**config.mk**
```make
export PLATFORM = sky130hd
export DESIGN_NAME = cabac_mvd_neigh_buf
export DESIGN_NICKNAME = d
export VERILOG_FILES = /design/src/rtl/cabac_mvd_pkg.sv /design/src/rtl/cabac_mvd_neigh_ch.sv /design/src/rtl/cabac_mvd_neigh_buf.sv
export SDC_FILE = /design/constraint.sdc
export NUM_CORES = 1
export LEC_CHECK = 0
export CORE_UTILIZATION = 30
export CTS_BUF_LIST = sky130_fd_sc_hd__clkbuf_8
export CTS_CLUSTER_DIAMETER = 40
export DETAILED_ROUTE_END_ITERATION = 10
export GPL_TIMING_DRIVEN = 0
export PLACE_DENSITY_LB_ADDON = 0.05
export REMOVE_ABC_BUFFERS = 1
export SLEW_MARGIN = 0
export SYNTH_ARGS = -nofsm -noshare
export SYNTH_HDL_FRONTEND = slang
export SYNTH_SLANG_ARGS = --single-unit
```
**constraint.sdc**
```tcl
create_clock -name clk -period 4.59 [get_ports clk]
set_input_delay 1.1475 -clock clk [delete_from_list [all_inputs] [get_ports clk]]
set_output_delay 1.1475 -clock clk [all_outputs]
set_load 0.02 [all_outputs]
```
**src/rtl/cabac_mvd_pkg.sv**
```systemverilog
// ---------------------------------------------------------------------------
// cabac_mvd_pkg
// Shared constants, types and helpers for the CABAC left-neighbour MVD store.
//   FMV_WIDTH   : fractional motion-vector width; one MVD component is one bit wider
//   MVD_COMP_W  : default width of one MVD component (two's complement)
//   MVD_NUM_CH  : default number of reference-list channels
//   MVD_CH_W    : bits per channel ({y,x}, x in the LSBs)
//   MVD_DATA_W  : bits per entry across all channels
//   abs_sat()   : magnitude with saturation, used only when CABAC_MVD_ABS_SAT_EN
//                 is defined
// ---------------------------------------------------------------------------
package cabac_mvd_pkg;

    localparam int FMV_WIDTH  = 8;
    localparam int MVD_COMP_W = FMV_WIDTH + 1;
    localparam int MVD_NUM_CH = 2;
    localparam int MVD_CH_W   = 2 * MVD_COMP_W;
    localparam int MVD_DATA_W = MVD_NUM_CH * MVD_CH_W;

    typedef logic signed [MVD_COMP_W-1:0] mvd_comp_t;

    typedef struct packed {
        mvd_comp_t y;
        mvd_comp_t x;
    } mvd_pair_t;

    // |v| clipped to 2**(w-1)-1. The input is a sign-extended w-bit value so
    // the function serves any component width; the most negative input maps
    // to the same maximum as every other overflowing magnitude.
    function automatic logic [31:0] abs_sat(input logic signed [31:0] v,
                                            input int unsigned w);
        logic [31:0] max_v;
        logic [31:0] mag;
        max_v = (32'd1 << (w - 1)) - 32'd1;
        mag   = v[31] ? 32'(-v) : 32'(v);
        return (mag > max_v) ? max_v : mag;
    endfunction

endpackage

```
**src/rtl/cabac_mvd_neigh_ch.sv**
```systemverilog
// ---------------------------------------------------------------------------
// cabac_mvd_neigh_ch
// One reference-list channel of the MVD neighbour store: storage array, valid
// bits, write-first bypass and zero-fill for never-written entries.
// Optional macro: CABAC_MVD_ABS_SAT_EN converts each component to a saturated
// magnitude at write time (the bypass path returns the converted value too).
// Ports:
//   clk, rst  : clock, synchronous active-high reset (clears valid and r_data)
//   clr_i     : invalidate every entry at the end of this cycle
//   r_en      : read request; r_data updates on the next edge
//   r_zero    : read address is out of range, return zero
//   r_addr    : read address
//   w_en      : write request for this channel, already range-checked and masked
//   w_addr    : write address
//   w_data    : {y,x} for this channel
//   r_data    : registered read data
// ---------------------------------------------------------------------------
module cabac_mvd_neigh_ch
    import cabac_mvd_pkg::*;
#(
    parameter int ADDR_W = 2,
    parameter int DEPTH  = 4,
    parameter int COMP_W = MVD_COMP_W
) (
    input  logic                  clk,
    input  logic                  rst,
    input  logic                  clr_i,
    input  logic                  r_en,
    input  logic                  r_zero,
    input  logic [ADDR_W-1:0]     r_addr,
    input  logic                  w_en,
    input  logic [ADDR_W-1:0]     w_addr,
    input  logic [2*COMP_W-1:0]   w_data,
    output logic [2*COMP_W-1:0]   r_data
);

    logic [2*COMP_W-1:0] w_conv;
    logic [2*COMP_W-1:0] mem [DEPTH];
    logic [DEPTH-1:0]    valid_reg;
    logic [2*COMP_W-1:0] r_data_reg;
    logic                bypass;

    // Per-component write conversion (x then y).
    generate
        for (genvar gi = 0; gi < 2; gi++) begin : g_comp
`ifdef CABAC_MVD_ABS_SAT_EN
            assign w_conv[gi*COMP_W +: COMP_W] =
                COMP_W'(abs_sat(32'(signed'(w_data[gi*COMP_W +: COMP_W])), COMP_W));
`else
            assign w_conv[gi*COMP_W +: COMP_W] = w_data[gi*COMP_W +: COMP_W];
`endif
        end
    endgenerate

    assign bypass = w_en && (w_addr == r_addr);

    // Storage is deliberately not reset so it maps onto block RAM; the valid
    // bits alone decide whether stored contents are visible.
    always_ff @(posedge clk) begin
        if (!rst && w_en) begin
            mem[w_addr] <= w_conv;
        end
    end

    always_ff @(posedge clk) begin
        if (rst) begin
            valid_reg  <= '0;
            r_data_reg <= '0;
        end else begin
            // Read uses pre-edge valid bits, so a same-cycle clear is not seen.
            if (r_en) begin
                if (r_zero) begin
                    r_data_reg <= '0;
                end else if (bypass) begin
                    r_data_reg <= w_conv;
                end else if (valid_reg[r_addr]) begin
                    r_data_reg <= mem[r_addr];
                end else begin
                    r_data_reg <= '0;
                end
            end
            // Clear first, then the write: a same-cycle write survives the clear.
            if (clr_i) begin
                valid_reg <= '0;
            end
            if (w_en) begin
                valid_reg[w_addr] <= 1'b1;
            end
        end
    end

    assign r_data = r_data_reg;

endmodule

```
**src/rtl/cabac_mvd_neigh_buf.sv**
```systemverilog
// ---------------------------------------------------------------------------
// cabac_mvd_neigh_buf
// Left-neighbour MVD store for CABAC context modelling: DEPTH entries, each
// holding an {y,x} MVD pair for NUM_CH reference lists, masked per-list
// writes, registered reads with write-first bypass, one-cycle invalidate.
// Optional macro: CABAC_MVD_ABS_SAT_EN stores saturated magnitudes instead of
// the raw two's-complement components.
// Ports:
//   clk, rst : clock, synchronous active-high reset
//   clr_i    : invalidate all entries and channels (end of cycle)
//   r_en     : read request, r_addr : read address
//   r_data   : read data, registered (channel c at [c*CH_W +: CH_W])
//   r_vld    : one-cycle pulse, r_data updated this cycle
//   w_en     : write request, w_mask : per-channel write enable
//   w_addr   : write address, w_data : write data
// ---------------------------------------------------------------------------
module cabac_mvd_neigh_buf
    import cabac_mvd_pkg::*;
#(
    parameter int ADDR_W = 2,
    parameter int DEPTH  = 4,
    parameter int COMP_W = MVD_COMP_W,
    parameter int NUM_CH = MVD_NUM_CH
) (
    input  logic                         clk,
    input  logic                         rst,
    input  logic                         clr_i,
    input  logic                         r_en,
    input  logic [ADDR_W-1:0]            r_addr,
    output logic [NUM_CH*2*COMP_W-1:0]   r_data,
    output logic                         r_vld,
    input  logic                         w_en,
    input  logic [NUM_CH-1:0]            w_mask,
    input  logic [ADDR_W-1:0]            w_addr,
    input  logic [NUM_CH*2*COMP_W-1:0]   w_data
);

    localparam int CH_W = 2 * COMP_W;

    logic r_oob;
    logic w_ok;
    logic r_vld_reg;

    // Out-of-range reads return zero; out-of-range writes are dropped.
    assign r_oob = (32'(r_addr) >= DEPTH);
    assign w_ok  = w_en && (32'(w_addr) < DEPTH);

    generate
        for (genvar gi = 0; gi < NUM_CH; gi++) begin : g_ch
            cabac_mvd_neigh_ch #(
                .ADDR_W (ADDR_W),
                .DEPTH  (DEPTH),
                .COMP_W (COMP_W)
            ) u_ch (
                .clk    (clk),
                .rst    (rst),
                .clr_i  (clr_i),
                .r_en   (r_en),
                .r_zero (r_oob),
                .r_addr (r_addr),
                .w_en   (w_ok && w_mask[gi]),
                .w_addr (w_addr),
                .w_data (w_data[gi*CH_W +: CH_W]),
                .r_data (r_data[gi*CH_W +: CH_W])
            );
        end
    endgenerate

    always_ff @(posedge clk) begin
        if (rst) begin
            r_vld_reg <= 1'b0;
        end else begin
            r_vld_reg <= r_en;
        end
    end

    assign r_vld = r_vld_reg;

endmodule

```
== Word level (Yosys, flattened, before mapping) ==
Memory sizes are Yosys's and may differ from the RTL's.
Index checks and enable logic that the tools add are counted.

* Flip-flop bits (word level): 45
* Bits in latches: 0
* Memory bits (writable): 144
* Memory bits (read-only): 0
* Input bits: 47
* Output and inout port bits: 37
* Word-level logic and storage cells: 41
* Memories: 2

{| class="wikitable"
|+ Memories
! name !! words !! width !! rd ports !! clocked after Yosys merged registers in !! wr ports !! RTL line !! source
|-
| g_ch[0].u_ch.mem || 4 || 18 || 1 || 0 || 1 || cabac_mvd_neigh_ch.sv:38 || <nowiki>logic [2*COMP_W-1:0] mem [DEPTH];</nowiki>
|-
| g_ch[1].u_ch.mem || 4 || 18 || 1 || 0 || 1 || cabac_mvd_neigh_ch.sv:38 ||
|}

* Add/sub/neg operators: 0
* Multiply operators: 0
* Divide/modulo/power cells: 0
* Order comparisons: 3
* Equality and inequality tests: 1
* Shift operators: 0
* Multiplexer cells: 20
* Bitwise operators: 2
* Reductions and logical operators: 8

{| class="wikitable"
|+ Operators with widths
! kind !! count
|-
| two-way mux 18 bit || 4
|-
| two-way mux 4 bit || 6
|-
| bitwise OR 4 bit || 2
|-
| logical AND 1 bit || 7
|-
| two-way mux 1 bit || 7
|-
| < comparator 2 x 3 -> 1 bit, second input constant || 2
|-
| binary-select mux 1 bit (select 2 bit) || 2
|-
| demux 1 bit (select 2 bit) || 1
|-
| == test 2 bit || 1
|-
| greater-or-equal comparator 2 x 1 -> 1 bit, second input constant || 1
|-
| logical NOT 1 bit || 1
|}

== Logic depth before layout (Yosys ltp) ==
* Word-level depth: 6
* Gate-level depth with buffers: 6
* Mapped depth without buffers: 3

== Hierarchy ==
From an unflattened synthesis, not the netlist that was laid out.

* Cell total of the unflattened synthesis: 483
* Area, all modules: 7900.1 µm²

{| class="wikitable"
|+ By module, submodules not included
! module !! instances !! cells each !! area an instance (µm²) !! seq. area each (µm²)
|-
| cabac_mvd_neigh_ch || 2 || 239 || 3925.0 || 2602.5
|-
| cabac_mvd_neigh_buf || 1 || 5 || 50.0 || 20.0
|}

== Least setup slack after synthesis ==
OpenSTA, ideal clock, no wires.

* Path kind: input to register
* Start: input rst
* End: memory g_ch[0].u_ch.mem[0][0] (netlist name), enable pin
* Setup time: 0.444 ns
* Data arrival time: 3.205 ns
* Data required time: 4.146 ns
* Path slack: 0.940 ns
* Cell stages on the path: 2
* Buffers on the path: 1
* Path through: clkbuf_1 > nor4_1

* Longest elaborated chain between the ends: 4

{| class="wikitable"
|+ RTL lines
! item !! RTL line !! source
|-
| start, declared || cabac_mvd_neigh_buf.sv:26 || <nowiki>input logic rst,</nowiki>
|-
| logical NOT 1 bit || cabac_mvd_neigh_ch.sv:60 || <nowiki>if (!rst && w_en) begin</nowiki>
|-
| logical AND 1 bit || cabac_mvd_neigh_ch.sv:60 ||
|-
| two-way mux 1 bit || cabac_mvd_neigh_ch.sv:60 ||
|-
| two-way mux 1 bit (not written as such) || cabac_mvd_neigh_ch.sv:61 || <nowiki>mem[w_addr] <= w_conv;</nowiki>
|-
| end, declared || cabac_mvd_neigh_ch.sv:38 ||
|}

No other way between the ends.

== Worst setup path after layout ==
* Start: input r_addr[1]
* End: register g_ch[0].u_ch.r_data_reg[17]

* Longest elaborated chain between the ends: 4
* Elaborated cells on any way between the ends: 7
* Those cells by class: eq/ne (1); mux (4); reduce/logical (1); memory (1)

{| class="wikitable"
|+ RTL lines
! item !! RTL line !! source
|-
| start, declared || cabac_mvd_neigh_buf.sv:29 || <nowiki>input logic [ADDR_W-1:0] r_addr,</nowiki>
|-
| binary-select mux 1 bit (select 2 bit) || cabac_mvd_neigh_ch.sv:76 || <nowiki>end else if (valid_reg[r_addr]) begin</nowiki>
|-
| two-way mux 1 bit (not written as such) || cabac_mvd_neigh_ch.sv:76 ||
|-
| two-way mux 18 bit || cabac_mvd_neigh_ch.sv:76 ||
|-
| two-way mux 18 bit (*) || cabac_mvd_neigh_ch.sv:74 || <nowiki>end else if (bypass) begin</nowiki>
|-
| end signal, assigned || cabac_mvd_neigh_ch.sv:75 || <nowiki>r_data_reg <= w_conv;</nowiki>
|-
| end signal, assigned || cabac_mvd_neigh_ch.sv:77 || <nowiki>r_data_reg <= mem[r_addr];</nowiki>
|-
| end, declared || cabac_mvd_neigh_ch.sv:40 || <nowiki>logic [2*COMP_W-1:0] r_data_reg;</nowiki>
|}

Every way passes the cells marked *; elsewhere a longest branch is shown, timed or not. The select of a mux whose other input is x is not followed.
A chain may end at the register's enable or synchronous reset.

==> impl_metrics.json <==
{
  "outcome": "complete, no violations",
  "peakVddDrop_uv": 191,
  "hp-class": "flip-flop to flip-flop",
  "cpPeakStageDelay_ps": 1010,
  "ys_seq_area_share_pct": 67.4,
  "dpl.hpwl_mm": 12.3,
  "die_h_um": 163,
  "port_buffers": 83,
  "worstMarginPinSlew_ps": 1300,
  "cts_hold_buf": 0,
  "post-cts-setup-buffers": 0,
  "finalHoldWorstSlack_ps": 456,
  "grt_pass1_vias": 4815,
  "period_needed_ps": 3830,
  "first_pass_iters": 4,
  "drive_gt1_share_pct": 26.8,
  "maxSlewHeadroom_pct": 13.6,
  "layout_commonest_cell": "edfxtp_1",
  "drt-total-wl_mm": 19.6,
  "post-route-period-util_pct": 83.4,
  "crit_slowest_cell": "o31a_1",
  "largest_reg_flops": 144,
  "power_density_nw_per_um2": 373,
  "coreArea_um2": 25300,
  "die-area_um2": 26500,
  "r2r_cells": 3,
  "nets": 609,
  "skew_ps": 12.8,
  "antenna_found_initial": 0,
  "wire_per_inst_um": 21.6,
  "die_x_um": 163,
  "synth_seq_cells": 189,
  "path_class": "primary input to flip-flop",
  "gp_congestion": 0.638,
  "grt_max_degree": 76,
  "power_mw": 3.60,
  "cts_tree": "built",
  "num-fill-cells": 2412,
  "syn_inst": 475,
  "synth.avg_cell_area_um2": 16.3,
  "ios": 84,
  "rsz0062_at_grt": "false",
  "most-common-layout-cells": "144 x edfxtp_1, 79 x clkdlybuf4s50_1, 45 x dfxtp_1, 39 x nand2_1",
  "grt_overflow": 0,
  "drt-initial-drc-count": 314,
  "htree_num_levels": 4,
  "synth_area_leader_cell": "edfxtp_1",
  "dp_slack_ps": 245,
  "worstReg2RegEnd": "g_ch[1].u_ch.r_data[9]",
  "slew_viol_final": 0,
  "drc": 0,
  "cts-resized-gates": 0,
  "cpMostUsedCell": "buf_16",
  "setup_viol": 0,
  "cp-start-kind": "primary input",
  "p_leak_nw": 3.07,
  "clockBufferDepth": 2,
  "crit_chain": "buf_2, buf_12, xor2_4, buf_16, buf_16, o31a_1, a21oi_1",
  "placed_cell_area_um2": 9160,
  "cts_buffers": 17,
  "hold_viol_final": 0,
  "rrSetupSlack_ps": 3100,
  "setup_ws_ps": 763,
  "grtUsageTotal_pct": 15.5,
  "clkLatencyLatePin_ps": 460,
  "synth_top_area_share_pct": 55.8,
  "r2r-start": "g_ch[1].u_ch.valid_reg[1]",
  "ys_top_cells_by_area": "edfxtp_1 56%, dfxtp_1 12%, mux4_2 11%",
  "clkSinkCount": 189,
  "syn_area_um2": 7750,
  "path_depth": 7,
  "area_growth_pct": 24.5,
  "vias": 4513,
  "synth.distinct_cells": 22,
  "cp.required_ps": 4860,
  "antenna_cells": 0,
  "vias_per_cell": 4.99,
  "maxCapViolations": 0,
  "cts-root-buf": "clkbuf_8",
  "crit_family": "buffers and inverters",
  "ys_warn_count": 0,
  "fp-row-count": 58,
  "initial_core_util_pct": 30.7,
  "path_buf_inv": 4,
  "endpoint": "g_ch[0].u_ch.r_data[17]",
  "final_area_um2": 9660,
  "max_freq_mhz": 261,
  "drtAntennaViolNets": 0,
  "path_max_fanout": 20,
  "cp-end-kind": "flip-flop",
  "startpoint": "r_addr[1]",
  "critPathArrivalTime_ps": 4100,
  "grt_pass1_wl_mm": 29.4,
  "clk_pin_slew_worst_paths_ps": 90
}
==> final cells by class <==
class | count | area (um^2) | area share [%]
Clock buffer | 20 | 275 | 2.85
Clock inverter | 12 | 218 | 2.25
Timing Repair Buffer | 109 | 1160 | 12.1
Multi-Input combinational cell | 245 | 2360 | 24.4
Sequential cell | 189 | 5230 | 54.1
Tap cell | 330 | 413 | 4.28
==> per-layer routing <==
metal  track usage (%)  share of wire (%)  routed length [um]
met4              4.89                1.5                 293
met3              4.07                4.6                 909
met2              26.7                 51                9940
met1              18.8                 43                8440
met5                 0                  0                   0
==> logic make-up after synthesis <==
kind of cell	Yosys count	share of synthesized area (%)
DFF	189	67.4
xor gates and xnor gates	2	0.226
and+or+nand+nor	87	5.63
muxes	38	11.0
buffers and inverters	41	3.20
AOI/OAI and AO/OA	118	12.5
==> through the flow <==
step / TNS, ps / instances / utilization (%)
2_1_floorplan: 0 / 434 / -
3_3_place_gp: -462390 / 847 / 34.6
3_5_place_dp: 0 / 873 / 36.3
4_1_cts: 0 / 905 / 38.2
5_1_grt: 0 / 905 / 38.2
6_report: 0 / 905 / 38.2
==> Yosys cell counts <==
library cell	count
edfxtp_1	144
dfxtp_1	45
nand2_1	39
mux4_2	38
nand2b_1	38
o21ba_2	36
o41ai_1	36
a21oi_1	26
buf_2	14
clkbuf_1	14
a21oi_2	10
a21o_1	8
buf_6	6
nor3_1	6
buf_4	4
buf_1	2
nor4_1	2
o31a_1	2
xor2_1	2
buf_12	1
nor2_1	1
nor2b_1	1
==> how the worst min path moves through the flow <==
stage | startpoint | endpoint | slack (ps) | depth (start not counted)
after floorplan | g_ch[0].u_ch.valid_reg[2] | g_ch[0].u_ch.valid_reg[2] | 420 | 1
after global placement | g_ch[0].u_ch.valid_reg[0] | g_ch[0].u_ch.valid_reg[0] | 430 | 1
after detailed placement | g_ch[0].u_ch.valid_reg[2] | g_ch[0].u_ch.valid_reg[2] | 440 | 1
after CTS | g_ch[0].u_ch.valid_reg[2] | g_ch[0].u_ch.valid_reg[2] | 460 | 1
after global routing | g_ch[1].u_ch.valid_reg[1] | g_ch[1].u_ch.valid_reg[1] | 480 | 1
final | g_ch[0].u_ch.valid_reg[2] | g_ch[0].u_ch.valid_reg[2] | 460 | 1
==> power breakdown <==
part,switching (mW),internal [mW],leakage [nW]
logic,0.200,0.176,1.16
registers,0.0169,1.88,1.67
clock network,0.584,0.743,0.240
total,0.801,2.80,3.07
Note: power is estimated with default switching activity, not from simulation.
